==> src/rtl/trade_history_buffer.sv <==
// Circular trade-price history with registered random-read port and session stats (TRADE_HIST_STATS_EN).
// Latency: stats/count update one cycle after a match edge; rd_data one cycle after rd_addr.
// Backpressure: none, pure observer of the matching engine; halted trades are counted, not stored.
module trade_history_buffer #(
    parameter int DEPTH   = 64,
    parameter int ADDR_W  = 6,
    parameter int PRICE_W = 8
) (
    input  logic               clk,
    input  logic               reset,
    input  logic               match_signal,
    input  logic [PRICE_W-1:0] trade_price,
    input  logic               halt,
    input  logic [ADDR_W-1:0]  rd_addr,
    output logic [PRICE_W-1:0] rd_data,
    output logic [ADDR_W:0]    count,
    output logic               wrapped,
    output logic [7:0]         dropped,
    output logic [PRICE_W-1:0] last_price,
    output logic [PRICE_W-1:0] min_price,
    output logic [PRICE_W-1:0] max_price,
    output logic [PRICE_W-1:0] avg_price,
    output logic               avg_valid
);

    localparam logic [ADDR_W:0] FULL_CNT = (ADDR_W+1)'(DEPTH);

    logic               match_prev_q, match_prev_d;
    logic [ADDR_W-1:0]  wr_ptr_q, wr_ptr_d;
    logic [ADDR_W:0]    count_q, count_d;
    logic               wrapped_q, wrapped_d;
    logic [7:0]         dropped_q, dropped_d;
    logic [PRICE_W-1:0] last_q, last_d;
    logic [PRICE_W-1:0] rd_data_q, rd_data_d;
    logic [PRICE_W-1:0] mem_q [DEPTH];
    logic               trade_ev, rec_en;
    logic [ADDR_W-1:0]  rd_phys;

    always_comb begin
        trade_ev     = match_signal & ~match_prev_q;
        rec_en       = trade_ev & ~halt;
        match_prev_d = match_signal;
        wr_ptr_d     = wr_ptr_q;
        count_d      = count_q;
        wrapped_d    = wrapped_q;
        dropped_d    = dropped_q;
        last_d       = last_q;
        if (rec_en) begin
            wr_ptr_d = wr_ptr_q + ADDR_W'(1);
            last_d   = trade_price;
            if (count_q == FULL_CNT) begin
                wrapped_d = 1'b1;
            end else begin
                count_d = count_q + (ADDR_W+1)'(1);
            end
        end
        if (trade_ev && halt && dropped_q != 8'hFF) begin
            dropped_d = dropped_q + 8'd1;
        end
        // Age 0 is the slot just behind the pre-write pointer, so same-cycle writes stay invisible.
        rd_phys   = wr_ptr_q - ADDR_W'(1) - rd_addr;
        rd_data_d = ({1'b0, rd_addr} >= count_q) ? '0 : mem_q[rd_phys];
    end

    always_ff @(posedge clk) begin
        if (reset) begin
            match_prev_q <= 1'b0;
            wr_ptr_q     <= '0;
            count_q      <= '0;
            wrapped_q    <= 1'b0;
            dropped_q    <= '0;
            last_q       <= '0;
            rd_data_q    <= '0;
        end else begin
            match_prev_q <= match_prev_d;
            wr_ptr_q     <= wr_ptr_d;
            count_q      <= count_d;
            wrapped_q    <= wrapped_d;
            dropped_q    <= dropped_d;
            last_q       <= last_d;
            rd_data_q    <= rd_data_d;
        end
    end

    // No reset on storage: count masks stale entries.
    always_ff @(posedge clk) begin
        if (rec_en && !reset) begin
            mem_q[wr_ptr_q] <= trade_price;
        end
    end

    assign rd_data    = rd_data_q;
    assign count      = count_q;
    assign wrapped    = wrapped_q;
    assign dropped    = dropped_q;
    assign last_price = last_q;

`ifdef TRADE_HIST_STATS_EN
    logic [PRICE_W-1:0] lo_q, lo_d;
    logic [PRICE_W-1:0] hi_q, hi_d;
    logic [PRICE_W-1:0] min_q, min_d;
    logic [PRICE_W-1:0] avg_q, avg_d;
    logic               avg_valid_q, avg_valid_d;
    logic [PRICE_W-1:0] sh_q [8];
    logic [PRICE_W-1:0] sh_d [8];
    logic [PRICE_W+2:0] sum_q, sum_d;

    always_comb begin
        lo_d  = lo_q;
        hi_d  = hi_q;
        sh_d  = sh_q;
        sum_d = sum_q;
        if (rec_en) begin
            lo_d    = (trade_price < lo_q) ? trade_price : lo_q;
            hi_d    = (trade_price > hi_q) ? trade_price : hi_q;
            sh_d[0] = trade_price;
            for (int i = 1; i < 8; i++) begin
                sh_d[i] = sh_q[i-1];
            end
            sum_d = sum_q + (PRICE_W+3)'(trade_price) - (PRICE_W+3)'(sh_q[7]);
        end
        min_d       = (count_d == '0) ? '0 : lo_d;
        avg_valid_d = (count_d >= (ADDR_W+1)'(8));
        avg_d       = avg_valid_d ? sum_d[PRICE_W+2:3] : '0;
    end

    always_ff @(posedge clk) begin
        if (reset) begin
            lo_q        <= '1;
            hi_q        <= '0;
            min_q       <= '0;
            avg_q       <= '0;
            avg_valid_q <= 1'b0;
            sh_q        <= '{default: '0};
            sum_q       <= '0;
        end else begin
            lo_q        <= lo_d;
            hi_q        <= hi_d;
            min_q       <= min_d;
            avg_q       <= avg_d;
            avg_valid_q <= avg_valid_d;
            sh_q        <= sh_d;
            sum_q       <= sum_d;
        end
    end

    assign min_price = min_q;
    assign max_price = hi_q;
    assign avg_price = avg_q;
    assign avg_valid = avg_valid_q;
`else
    assign min_price = '0;
    assign max_price = '0;
    assign avg_price = '0;
    assign avg_valid = 1'b0;
`endif

endmodule

==> config.mk <==
export PLATFORM = sky130hd
export DESIGN_NAME = trade_history_buffer
export DESIGN_NICKNAME = d
export VERILOG_FILES = /design/src/rtl/trade_history_buffer.sv
export SDC_FILE = /design/constraint.sdc
export NUM_CORES = 1
export LEC_CHECK = 0
export ABC_AREA = 1
export BUFFER_PORTS_ARGS = -buffer_cell sky130_fd_sc_hd__buf_4
export CAP_MARGIN = 20
export CORE_MARGIN = 2
export CORE_UTILIZATION = 32
export CTS_CLUSTER_SIZE = 28
export DETAILED_ROUTE_END_ITERATION = 8
export GPL_TIMING_DRIVEN = 1
export PLACE_DENSITY = 0.49
export SYNTH_ARGS = -nofsm -noshare
export SYNTH_HDL_FRONTEND = slang
export SYNTH_SLANG_ARGS = --single-unit
==> constraint.sdc <==
create_clock -name clk -period 6 [get_ports clk]
set_input_delay 0.3 -clock clk [delete_from_list [all_inputs] [get_ports clk]]
set_output_delay 0.3 -clock clk [all_outputs]
set_load 0.01 [all_outputs]
==> flow_summary.html <==
<table>
<tr><th>Metric</th><th>Value</th></tr>
<tr><th colspan="2">Final layout</th></tr>
<tr><td>Diode insertion count for antenna repair</td><td>0</td></tr>
<tr><td>Synthesis-to-layout area growth</td><td>12.5%</td></tr>
<tr><td>Area of the multi-input gates</td><td>6290 µm²</td></tr>
<tr><td>Fill cells</td><td>7361</td></tr>
<tr><td>Ratio of cells with drive above 1 in the final layout</td><td>5.99%</td></tr>
<tr><td>Total area of sequential cells</td><td>16200 µm²</td></tr>
<tr><td>Net total in the final layout</td><td>2432</td></tr>
<tr><th colspan="2">Clocking</th></tr>
<tr><td>Clock buffers created by TritonCTS</td><td>60</td></tr>
<tr><td>Clock Pin Slew Worst Setup and Hold Paths</td><td>60 ps</td></tr>
<tr><td>Clock tree from TritonCTS</td><td>yes</td></tr>
<tr><td>Number of buffers on the longest clock path</td><td>3</td></tr>
<tr><td>Number of resized instances in the post-cts repair step</td><td>0</td></tr>
<tr><td>Clock root buffer</td><td>sky130_fd_sc_hd__clkbuf_16</td></tr>
<tr><td>Clock latency at the later pin of the worst-skew pair</td><td>630 ps</td></tr>
<tr><td>Hold buffer count at cts</td><td>3</td></tr>
<tr><td>H-tree depth reported by CTS</td><td>2</td></tr>
<tr><td>Total number of clock tree sinks</td><td>551</td></tr>
<tr><td>Post CTS Setup Buffer Count</td><td>0</td></tr>
<tr><th colspan="2">Detailed routing</th></tr>
<tr><td>Post-detailed-route DRC marker count</td><td>0</td></tr>
<tr><td>Router iterations before antenna repair</td><td>7</td></tr>
<tr><td>Initial drt markers</td><td>1504</td></tr>
<tr><td>Total Routed Length</td><td>66300 µm</td></tr>
<tr><td>Vias after detailed routing</td><td>16300</td></tr>
<tr><td>Number of nets with antenna violations after routing</td><td>0</td></tr>
<tr><td>WL/cell</td><td>19.5 µm</td></tr>
<tr><td>Vias per cell</td><td>4.77</td></tr>
<tr><th colspan="2">Min path</th></tr>
<tr><td>Min-Delay Path Class</td><td>in2reg</td></tr>
<tr><th colspan="2">Yosys</th></tr>
<tr><td>Main combinational cell family by area after synthesis</td><td>simple AND/OR/NAND/NOR gates</td></tr>
<tr><td>Cell taking the most area after synthesis</td><td>sky130_fd_sc_hd__edfxtp_1</td></tr>
<tr><td>Number of register bits inferred by synthesis</td><td>551</td></tr>
<tr><td>Synthesized instance count</td><td>2382</td></tr>
<tr><td>Biggest area contributors in the synthesized netlist</td><td>sky130_fd_sc_hd__edfxtp_1, sky130_fd_sc_hd__nand2_1, sky130_fd_sc_hd__nand3_1</td></tr>
<tr><td>Share of the synthesized area in compound gates (AO/OA/AOI/OAI)</td><td>1.46%</td></tr>
<tr><td>Mapped Avg Cell Area</td><td>10.0 µm²</td></tr>
<tr><td>Fraction of synthesized cell area taken by the top area cell type</td><td>64.3%</td></tr>
<tr><td>Syn Std Cell Area</td><td>23900 µm²</td></tr>
<tr><td>Sequential area share after synthesis</td><td>67.6%</td></tr>
<tr><td>Count of distinct cell types in the synthesized netlist</td><td>29</td></tr>
<tr><td>Parity-gate share of the synthesized area counting xor and xnor cells</td><td>0.173%</td></tr>
<tr><td>EDFF count, synth</td><td>512</td></tr>
<tr><td>Adder-Cell Fraction of Synth Area</td><td>0.869%</td></tr>
<tr><td>Async set-or-reset flop fraction in the synthesized netlist</td><td>0%</td></tr>
<tr><td>Portion of netlist area occupied by mux cells</td><td>0%</td></tr>
<tr><td>Ys Warns</td><td>0</td></tr>
<tr><td>Simple-gate area share of the yosys netlist</td><td>23.2%</td></tr>
<tr><td>Primary FF master, synth</td><td>sky130_fd_sc_hd__edfxtp_1</td></tr>
<tr><th colspan="2">Global routing</th></tr>
<tr><td>Number of global-route vias before repair</td><td>15700</td></tr>
<tr><td>Initial antenna violation count</td><td>1</td></tr>
<tr><td>Overall Global Routing Usage</td><td>16.9%</td></tr>
<tr><td>Met2 Track Usage GR</td><td>26.8%</td></tr>
<tr><td>Global-route wire length before repair</td><td>98900 µm</td></tr>
<tr><td>Layer carrying the most global-route usage</td><td>met2</td></tr>
<tr><td>Global route total overflow</td><td>0</td></tr>
<tr><td>Met3 GRT Util</td><td>3.05%</td></tr>
<tr><td>Global Route met1 Usage</td><td>23.8%</td></tr>
<tr><td>Pin count of the biggest net entering global routing</td><td>126</td></tr>
<tr><th colspan="2">Timing</th></tr>
<tr><td>Max Clock Freq</td><td>0.267 GHz</td></tr>
<tr><td>Setup_tns</td><td>0 ps</td></tr>
<tr><td>RSZ-0062 raised after global routing</td><td>false</td></tr>
<tr><td>Skew final</td><td>25.8 ps</td></tr>
<tr><td>Final max-slew violation count</td><td>0</td></tr>
<tr><td>Max-Slew Margin vs Limit</td><td>27.6%</td></tr>
<tr><td>Final setup violating endpoints</td><td>0</td></tr>
<tr><td>Transition time at the pin with the least slew margin</td><td>1080 ps</td></tr>
<tr><td>Final-report hold violation count</td><td>0</td></tr>
<tr><td>Final clock period utilization by the worst path</td><td>62.5%</td></tr>
<tr><td>Min Tclk post-route</td><td>3750 ps</td></tr>
<tr><th colspan="2">Pwr</th></tr>
<tr><td>Gate power share</td><td>12.1%</td></tr>
<tr><td>NetSw</td><td>2.27 mW</td></tr>
<tr><td>Clock Power Share</td><td>39.0%</td></tr>
<tr><td>Switching fraction of total power</td><td>26.3%</td></tr>
<tr><td>Worst supply voltage drop on vdd</td><td>0.199 mV</td></tr>
<tr><td>Cell-internal power</td><td>6.35 mW</td></tr>
<tr><td>Sum of internal, switching and leakage power</td><td>8.62 mW</td></tr>
<tr><td>Power share of the sequential group</td><td>49.0%</td></tr>
<tr><td>LEAKAGE</td><td>10.8 nW</td></tr>
<tr><td>Total power per unit cell area</td><td>320 nW/µm²</td></tr>
<tr><th colspan="2">Floorplan</th></tr>
<tr><td>Vertical extent of the die</td><td>277 µm</td></tr>
<tr><td>Die area</td><td>76900 µm²</td></tr>
<tr><td>Initial cell density of the core</td><td>32.2%</td></tr>
<tr><td>Placeable core area</td><td>74200 µm²</td></tr>
<tr><td>Number of top-level pins</td><td>75</td></tr>
<tr><td>Number of rows created at floorplan</td><td>100</td></tr>
<tr><td>Horizontal die dimension</td><td>277 µm</td></tr>
<tr><th colspan="2">Critical path</th></tr>
<tr><td>Startpoint type of the worst setup path</td><td>flip-flop</td></tr>
<tr><td>Capturing element type of the critical path</td><td>flip-flop</td></tr>
<tr><td>Req. time, crit path</td><td>6550 ps</td></tr>
<tr><td>Crit Path Category</td><td>reg2reg</td></tr>
<tr><td>CP cell instances</td><td>fa_4, inv_6, buf_4, nand3_1, nand2_1, nand2_1, nand3_1, nand3_1, nand3_1, nand2_1, nor2_1</td></tr>
<tr><td>Most common cell type on the critical path</td><td>sky130_fd_sc_hd__nand3_1</td></tr>
<tr><td>Worst path slowest cell</td><td>sky130_fd_sc_hd__fa_4</td></tr>
<tr><td>Slowest cell delay on critical path</td><td>960 ps</td></tr>
<tr><td>Crit path arrival time</td><td>4300 ps</td></tr>
<tr><td>Max Fanout on Critical Path</td><td>98</td></tr>
<tr><th colspan="2">Outcome</th></tr>
<tr><td>Status</td><td>completed</td></tr>
<tr><th colspan="2">Placed design</th></tr>
<tr><td>Final Wtd Congestion</td><td>0.851</td></tr>
<tr><td>PortBufs</td><td>49</td></tr>
<tr><td>Detailed placement HPWL</td><td>39700 µm</td></tr>
<tr><th colspan="2">Flow run</th></tr>
<tr><td>Number of max-cap violations</td><td>0</td></tr>
</table>
==> layout make-up <==
type	count	area share, %
sequential	551	60.1
multi-input combinational	1474	23.4
tap	969	4.51
clock buffer	78	5.87
clock inverter	25	0.596
timing repair buffer	69	2.15
inverter	242	3.42
==> cell usage in the layout, fill, tap and decap left out, drive strengths merged <==
| cell | count |
|---|---|
| nand2 | 872 |
| edfxtp | 512 |
| nand3 | 312 |
| inv | 242 |
| nor2 | 156 |
| clkbuf | 78 |
| buf | 66 |
| o21ai | 46 |
| dfxtp | 39 |
| conb | 25 |
| clkinv | 23 |
| a21oi | 18 |
| ha | 15 |
| nor3 | 10 |
| nand4 | 6 |
| nor3b | 3 |
| dlygate4sd3 | 3 |
| o21bai | 2 |
| xnor2 | 2 |
| a211oi | 1 |
| and3 | 1 |
| o22ai | 1 |
| or2 | 1 |
| xor2 | 1 |
| nand3b | 1 |
| fa | 1 |
| clkinvlp | 1 |
| bufinv | 1 |
==> critical path, delay by kind of cell, from the launching register on <==
family                     cells  cell delay [ps]
and+or+nand+nor                8              790
buffers and inverters          2             1230
adders and majority gates      1              960
DFF                            1              510
==> logic make-up after synthesis <==
group,after synthesis
adder cells (fa/ha/maj),16
other,1
XOR/XNOR,3
AND/OR/NAND/NOR,1362
AO/OA/AOI/OAI,68
buffers and inverters,381
flip-flops,551
==> final timing paths <==
path	startpoint	to	slack [ps]	cells after the start
setup reg to reg	wr_ptr_q[1]$_SDFFE_PP0P_	rd_data[2]$_SDFF_PP0_	2250	11
hold reg to reg	dropped[4]$_SDFFE_PP0P_	dropped[4]$_SDFFE_PP0P_	490	1
setup / recovery	wr_ptr_q[1]$_SDFFE_PP0P_	rd_data[2]$_SDFF_PP0_	2250	11
hold / removal	halt	last_price[4]$_SDFFE_PP0P_	200	5
==> power by group through the flow <==
stage	clock, mW	sequential [mW]	combinational (mW)
3_3_place_gp	0	4.30	1.04
3_5_place_dp	0	4.30	1.04
5_1_grt	3.58	4.22	1.15
2_1_floorplan	0	4.30	0.641
6_report	3.36	4.22	1.04
4_1_cts	3.43	4.22	1.05
==> sequential cells by signal, indices dropped and copies added (netlist names) <==
name	cells
wr_ptr_q	6
mem_q	512
last_price	8
dropped	8
match_prev_q	1
wrapped	1
count	7
rd_data	8
==> synth_stat cells (15+ instances only) <==
cell,instances
sky130_fd_sc_hd__o21ai_0,46
sky130_fd_sc_hd__nand3_1,312
sky130_fd_sc_hd__dfxtp_1,39
sky130_fd_sc_hd__buf_4,26
sky130_fd_sc_hd__clkbuf_1,48
sky130_fd_sc_hd__buf_1,15
sky130_fd_sc_hd__ha_1,15
sky130_fd_sc_hd__nor2_1,156
sky130_fd_sc_hd__inv_1,240
sky130_fd_sc_hd__buf_2,50
sky130_fd_sc_hd__nand2_1,871
sky130_fd_sc_hd__edfxtp_1,512
sky130_fd_sc_hd__a21oi_1,18
==> through the flow <==
step	worst slack, ps	cell area (µm²)	instances	util [%]	hold WS (ps)
global placement	1610	25100	3300	33.8	463
global route	2010	26900	3408	36.2	194
floorplan	3740	24000	2406	-	399
finish	2250	26900	3408	36.2	204
CTS	2280	26900	3408	36.2	167
detailed placement	2180	25100	3302	33.9	480
==> layer usage <==
layer / vias to the layer above / wire length [µm]
met5: - / 0
met4: 0 / 1780
met3: 103 / 4340
met2: 488 / 30400
met1: 7871 / 29800
li1: 7792 / -
Note: power is estimated with default switching activity, not from simulation.
